### src/rtl/sd_pattern_gen.sv
// rtl/sd_pattern_gen.sv - serial pattern stimulus generator for the sequence detector
module sd_pattern_gen #(
  parameter int PAT_W   = 8,
  parameter int DIV_W   = 4,
  parameter int REP_W   = 4,
  parameter int GAP_CYC = 2,
  parameter int HIT_W   = 4,
  localparam int LEN_W  = $clog2(PAT_W + 1)
) (
  input  logic             clk,
  input  logic             reset,
  input  logic             start,
  input  logic             abort,
  input  logic [PAT_W-1:0] pattern,
  input  logic [LEN_W-1:0] len,
  input  logic [DIV_W-1:0] div,
  input  logic [REP_W-1:0] reps,
  input  logic             fin,
  output logic             xs,
  output logic             busy,
  output logic             bit_strobe,
  output logic             done,
  output logic [HIT_W-1:0] hits
);

  localparam logic [1:0] S_IDLE  = 2'd0;
  localparam logic [1:0] S_SHIFT = 2'd1;
  localparam logic [1:0] S_GAP   = 2'd2;
  localparam logic [1:0] S_DONE  = 2'd3;

  localparam int GAP_W = (GAP_CYC > 1) ? $clog2(GAP_CYC) : 1;
  localparam logic [GAP_W-1:0] GAP_LAST = GAP_W'((GAP_CYC > 0) ? GAP_CYC - 1 : 0);
  localparam logic [LEN_W-1:0] LEN_MAX  = LEN_W'(PAT_W);
  localparam logic [LEN_W-1:0] LEN_ONE  = LEN_W'(1);

  logic [1:0]       state, state_n;
  logic [PAT_W-1:0] pat_q, pat_n;
  logic [LEN_W-1:0] len_q, len_n;
  logic [DIV_W-1:0] div_q, div_n;
  logic [REP_W-1:0] reps_q, reps_n;
  logic [LEN_W-1:0] k, k_n;
  logic [DIV_W-1:0] dcnt, dcnt_n;
  logic [REP_W-1:0] rcnt, rcnt_n;
  logic [GAP_W-1:0] gcnt, gcnt_n;

  logic [LEN_W-1:0] len_eff;
  logic [LEN_W-1:0] bit_idx;
  logic [PAT_W-1:0] pat_shifted;
  logic             xs_n;

  // Out-of-range lengths fall back to the full pattern width.
  always_comb begin
    len_eff = len;
    if (len == '0 || len > LEN_MAX) begin
      len_eff = LEN_MAX;
    end
  end

  always_comb begin
    state_n = state;
    pat_n   = pat_q;
    len_n   = len_q;
    div_n   = div_q;
    reps_n  = reps_q;
    k_n     = k;
    dcnt_n  = dcnt;
    rcnt_n  = rcnt;
    gcnt_n  = gcnt;
    case (state)
      S_IDLE: begin
        if (start) begin
          pat_n   = pattern;
          len_n   = len_eff;
          div_n   = div;
          reps_n  = reps;
          k_n     = '0;
          dcnt_n  = '0;
          rcnt_n  = '0;
          gcnt_n  = '0;
          state_n = S_SHIFT;
        end
      end
      S_SHIFT: begin
        if (abort) begin
          state_n = S_IDLE;
        end else if (dcnt != div_q) begin
          dcnt_n = dcnt + 1'b1;
        end else begin
          dcnt_n = '0;
          if (k != len_q - LEN_ONE) begin
            k_n = k + LEN_ONE;
          end else begin
            k_n = '0;
            if (rcnt == reps_q) begin
              state_n = S_DONE;
            end else begin
              rcnt_n = rcnt + 1'b1;
              gcnt_n = '0;
              state_n = (GAP_CYC == 0) ? S_SHIFT : S_GAP;
            end
          end
        end
      end
      S_GAP: begin
        if (abort) begin
          state_n = S_IDLE;
        end else if (gcnt == GAP_LAST) begin
          gcnt_n  = '0;
          state_n = S_SHIFT;
        end else begin
          gcnt_n = gcnt + 1'b1;
        end
      end
      default: begin
        state_n = S_IDLE;
      end
    endcase
  end

  // Outputs are computed from next-state values so they line up with the state register.
  always_comb begin
    bit_idx     = len_n - LEN_ONE - k_n;
    pat_shifted = pat_n >> bit_idx;
    xs_n        = (state_n == S_SHIFT) ? pat_shifted[0] : 1'b0;
  end

  always_ff @(posedge clk) begin
    if (!reset) begin
      state      <= S_IDLE;
      pat_q      <= '0;
      len_q      <= '0;
      div_q      <= '0;
      reps_q     <= '0;
      k          <= '0;
      dcnt       <= '0;
      rcnt       <= '0;
      gcnt       <= '0;
      xs         <= 1'b0;
      busy       <= 1'b0;
      bit_strobe <= 1'b0;
      done       <= 1'b0;
      hits       <= '0;
    end else begin
      state      <= state_n;
      pat_q      <= pat_n;
      len_q      <= len_n;
      div_q      <= div_n;
      reps_q     <= reps_n;
      k          <= k_n;
      dcnt       <= dcnt_n;
      rcnt       <= rcnt_n;
      gcnt       <= gcnt_n;
      xs         <= xs_n;
      busy       <= (state_n == S_SHIFT) || (state_n == S_GAP);
      bit_strobe <= (state_n == S_SHIFT) && (dcnt_n == '0);
      done       <= (state_n == S_DONE);
      // DONE is counted too, to catch the detector's one-cycle output lag.
      if (state == S_IDLE && start) begin
        hits <= '0;
      end else if (state != S_IDLE && fin && hits != '1) begin
        hits <= hits + 1'b1;
      end
    end
  end

endmodule

### config.mk
export PLATFORM = sky130hd
export DESIGN_NAME = sd_pattern_gen
export DESIGN_NICKNAME = d
export VERILOG_FILES = /design/src/rtl/sd_pattern_gen.sv
export SDC_FILE = /design/constraint.sdc
export NUM_CORES = 1
export LEC_CHECK = 0
export CAP_MARGIN = 15
export CORE_MARGIN = 5
export CORE_UTILIZATION = 30
export DETAILED_ROUTE_END_ITERATION = 8
export PLACE_DENSITY = 0.6
export SYNTH_ARGS = -nofsm -noshare
export SYNTH_HDL_FRONTEND = slang
export SYNTH_SLANG_ARGS = --single-unit
### constraint.sdc
create_clock -name clk -period 8.75 [get_ports clk]
set_clock_uncertainty 0.2 [all_clocks]
set_input_delay 1.75 -clock clk [delete_from_list [all_inputs] [get_ports clk]]
set_output_delay 1.75 -clock clk [all_outputs]
set_load 0.01 [all_outputs]
; After elaboration in Yosys (flattened, before gate mapping)
; Index checks and enable logic that the tools add are counted.
[word_totals]
wordCells = 93
ff_bits = 43
input_bits = 25
output_inout_bits = 8
[classes]
shifts = 1
n_eq_ne = 15
n_bitwise = 1
order_cmp = 1
add_sub_neg = 8
mux = 36
reduce_logical = 17
[op_table]
columns = op, n
row1 = 4-bit 2-to-1 mux, 15
row2 = 4-bit case mux with 2 select lines, 3
row3 = "4-bit by 1-bit adder with 4-bit output, second input constant", 4
row4 = 8-bit 2-to-1 mux, 2
row5 = 2-bit 2-to-1 mux, 6
row6 = "2-bit != test, second input constant", 6
row7 = 4-bit logical NOT, 2
row8 = 1-bit 2-to-1 mux, 8
row9 = 4-bit != test, 2
row10 = 8-bit by 4-bit right shift with 1-bit output, 1
row11 = "4-bit by 1-bit subtractor with 4-bit output, second input constant", 2
row12 = 7-bit AND reduction, 1
row13 = "2-bit equality test, second input constant", 3
row14 = 2-bit case mux with 3 select lines, 1
row15 = 6-bit AND reduction, 1
row16 = "2-bit by 1-bit equality test with 1-bit output, second input constant", 2
row17 = 4-bit equality test, 1
row18 = "4-bit greater-than comparator, second input constant", 1
row19 = 1-bit logical AND, 4
row20 = "4-bit != test, second input constant", 1
row21 = 2-bit AND reduction, 2
row22 = 2-bit nonzero test, 2
row23 = 4-bit subtractor, 1
row24 = 1-bit case mux with 3 select lines, 1
row25 = other kinds (6), 7

; Longest topological paths before layout
[logic_depth]
word_depth = 8
ltp_mapped = 14
ltp_nobuf = 14

; Worst setup path before layout
; Ideal clock, no wire load.
[synth_timing]
path_type = input to register
start = input port abort
end = register xs
required_ps = 8428
n_path_buf = 1
setup_ps = 122
arrival_time_ps = 4037
path_stages = 12
slack_ps = 4391
path_cell_list = clkbuf_1 > inv_1 > nand2_1 > or3_1 > o21a_1 > ha_1 > fa_1 > xnor2_1 > a311oi_1 > o21ai_0 > a21oi_1 > nor3_2
[synth_between]
elab_chain_len = 4
word_cells_on_any_way = 9
cone_classes = 1 x add/sub / 1 x eq/ne / 1 x shift / 5 x mux / 1 x reduce/logical
[synth_lines]
columns = element, line_no
row1 = "start, declared", 13  ; input logic abort,
row2 = "4-bit 2-to-1 mux, or another cell as far along", 84  ; if (abort) begin
row3 = 4-bit case mux with 2 select lines or 2-bit case mux with 3 select lines (tied branches), 69  ; case (state)
row4 = 4-bit subtractor or 2-bit by 1-bit equality test with 1-bit output (tied branches), "122, 124"
row5 = 8-bit by 4-bit right shift with 1-bit output or 2-bit AND reduction (tied branches), --
row6 = "end signal, assigned", 153  ; xs <= xs_n;
row7 = "end, declared", 19  ; output logic xs,
; Several ways; a longest one is shown, not always the timed one.
; A chain may end at the register's enable or synchronous reset.

; Worst setup path after layout
; Ends and elaborated chain as after synthesis.

==> metrics <==
status=completed; endpoint class of the critical path=flip-flop; port bufs=32; NumNets Final=334; gpl congestion=0.7938; Worst VDD drop=0.05209 mV; initial core utilization=30.62%; antenna-violating nets left=0; Cell Rows=32; RSZ-0062 raised after global routing=no; Clock transition at path regs=70 ps; hpwl dp=between 3 and 4 mm; register area share after synthesis=approximately 37%; die outline area=9716 um^2; Die Width=98.57 um; worst r2r path cells=11; CP required=8730 ps; CTS tree=yes; Period minus WS final=4741 ps; CTS sink count=43; Worst Hold Endpoint=pat_q[6]; Synth Flop Type=dfxtp_1; synthesized area per cell=a little under 9 um^2; synth-to-layout area growth=20.47%; Max Slew Vio Count=0; WHS Path Cells=2; critical path's top delay family=buffers and inverters; worst-path maximum fanout=9; Min-Delay Path Class=flip-flop to flip-flop; DR vias=1,893; WS Path Type=input pin to flip-flop; post-synthesis cell area=2354 um^2; area of the core=7687 um^2; multiplexer share of the synthesized area=3.934%; final hold vios=0; initial antenna violation count=0; Async SR Flop Fraction=0%; Post-synth EDFFs=0; R2R setup slack=a little over 5000 ps; hold buffers post-CTS=0; final worst slack=4009 ps; CTS max path bufs=2; Least-Margin Pin Slew=733.4 ps; syn_nets=305; drt via density=approximately 4.7; Slew HR=50.65%; Synth Area in Adders=6.167%; worst reg2reg startpoint=state[0]; pwr/cell area=141.2 nW/um^2; setup TNS=0 ps; post-CTS sizing=0; Fill cells=820; Num CTS Buffers=5; Chip Height=98.57 um; largest net degree at the start of global routing=39; Post-Syn Instances=269; number of max-cap violations=0; simple-gate share of the synthesized area=25.78%; Synth Warn #=0; final WL=4.995 mm; Initial DRC Count=87; crit share post-route=a little over half; total track usage=10.68%; number of synthesized register bits=43; CP startpoint kind=input pin; area fraction in compound gates after synthesis=between 10% and 20%; Critical Path, Cell by Cell=clkdlybuf4s50_1 -> inv_1 -> nand2_1 -> or3_1 -> o21a_1 -> ha_1 -> fa_1 -> xnor2_1 -> a311oi_1 -> o21ai_0 -> a21oi_1 -> nor3_2; Post-CTS Setup Inserts=0; HP Start=pat_q[6]; DR DRC count=0; WL/cell=12.52 um; Post-Synth XOR/XNOR Area=8.772%; first-pass GRT wire length=8.576 mm; main combinational cell family by area after synthesis=simple AND/OR/NAND/NOR gates; Ports=33; total grt overflow=0; arrival time worst endpoint=between 4000 and 5000 ps; Root Driver=clkbuf_8; clock latency on the worst-skew pair=290 ps; Leakage=approximately 1.1 nW; setup slack after placement=3726 ps; max incr delay on CP=570 ps; Fmax=0.2109 GHz; Cell variety after synth=50; Buf/Inv on CP=2; final setup fails=0; CP max-delay cell=clkdlybuf4s50_1; worst r2r dst=xs; Antenna diodes=0; number of H-tree levels=2; ratio of cells with drive above 1 in the final layout=under 10%; router iterations before antenna repair=4; vias in the first global route=between 1,500 and 2,000
==> per-layer routing <==
metal | routed length [um] | share of wire, % | track usage, % | up-vias
met3 | 196 | 3.9 | 2.760 | 8
li1 | - | - | - | 992
met2 | 2174 | 44 | 16.43 | 36
met1 | 2537 | 51 | 14.59 | 857
met4 | 86 | 1.7 | 3.466 | 0
met5 | 0 | 0 | 0 | -
==> cells in the mapped netlist (4+ instances only) <==
| cell | n | area (um^2) |
|---|---|---|
| dfxtp_1 | 43 | 860.8 |
| nand2_1 | 35 | 131.4 |
| nor2_1 | 16 | 60.06 |
| nor2b_1 | 14 | 87.58 |
| a21boi_0 | 12 | 90.09 |
| and2_1 | 11 | 68.82 |
| xor2_1 | 11 | 96.34 |
| ha_1 | 10 | 125.1 |
| xnor2_1 | 10 | 87.58 |
| o21ai_0 | 9 | 45.04 |
| clkbuf_1 | 8 | 30.03 |
| nand3_1 | 8 | 40.04 |
| a21oi_1 | 7 | 35.03 |
| mux2i_1 | 7 | 70.07 |
| a31oi_1 | 5 | 31.28 |
| inv_1 | 5 | 18.77 |
| nand3b_1 | 4 | 30.03 |
| nor3_1 | 4 | 20.02 |
| o2111ai_1 | 4 | 35.03 |
==> registers in the layout, indices dropped and copies added, names as in the netlist, 2 cells and up <==
signal  count
len_q       4
pat_q       8
reps_q      4
state       2
dcnt        4
k           4
div_q       4
rcnt        4
hits        4
==> final cells by class <==
type,instances,area (um^2),area share [%]
inverters,5,18.77,0.6620
multi-input cells,208,1413,49.82
clock buffers,6,72.57,2.560
well taps,102,127.6,4.501
flip-flops and latches,43,860.8,30.36
repair buffers,35,342.8,12.09
==> worst max path at each step <==
stage	from	endpoint	slack, ps	cells past startpoint
2_1_floorplan	abort	xs	4390	12
3_3_place_gp	abort	xs	3820	12
3_5_place_dp	abort	xs	3730	12
4_1_cts	abort	xs	4030	12
5_1_grt	abort	xs	3810	12
6_report	abort	xs	4010	12
==> cell usage in the layout, fill, tap and decap left out, types with 8 or more instances in the layout <==
master / Yosys / routed
dfxtp_1: 43 / 43
nand2_1: 35 / 35
clkdlybuf4s50_1: 0 / 32
nor2_1: 16 / 16
nor2b_1: 14 / 14
a21boi_0: 12 / 12
xor2_1: 11 / 11
and2_1: 11 / 11
xnor2_1: 10 / 10
ha_1: 10 / 10
o21ai_0: 9 / 9
nand3_1: 8 / 8
==> per-stage QoR <==
step	util [%]	cell area [um^2]	power (mW)	hold slack [ps]	std cells
2_1_floorplan	-	2354	0.2642	238.7	269
3_3_place_gp	35.94	2763	0.2902	252.9	393
3_5_place_dp	35.94	2763	0.2908	254.4	393
4_1_cts	36.88	2835	0.4070	266.5	399
5_1_grt	36.88	2835	0.4239	294.2	399
6_report	36.88	2835	0.4004	261.7	399
==> power by group <==
group,leakage (nW),switching (mW),internal (mW)
clock network,0.0371,0.0615,0.0533
registers,0.350,0.00522,0.203
logic,0.682,0.0397,0.0375
==> cells by family (layout without fill, tap and decap cells) <==
family / after synthesis / after routing
adders and majority gates: 11 / 11
buffers and inverters: 18 / 46
AOI/OAI and AO/OA: 51 / 51
xor gates and xnor gates: 22 / 22
muxes: 9 / 9
and+or+nand+nor: 115 / 115
DFF: 43 / 43
==> worst reg2reg max path, stage by stage, from the launching register on <==
cell and delay, ps:
dfxtp_1 580, nor2b_1 470, nand2_1 200, or3_1 420
o21a_1 190, ha_1 200, fa_1 380, xnor2_1 190
a311oi_1 250, o21ai_0 120, a21oi_1 170, nor3_2 60
(Power assumes the default switching activity.)
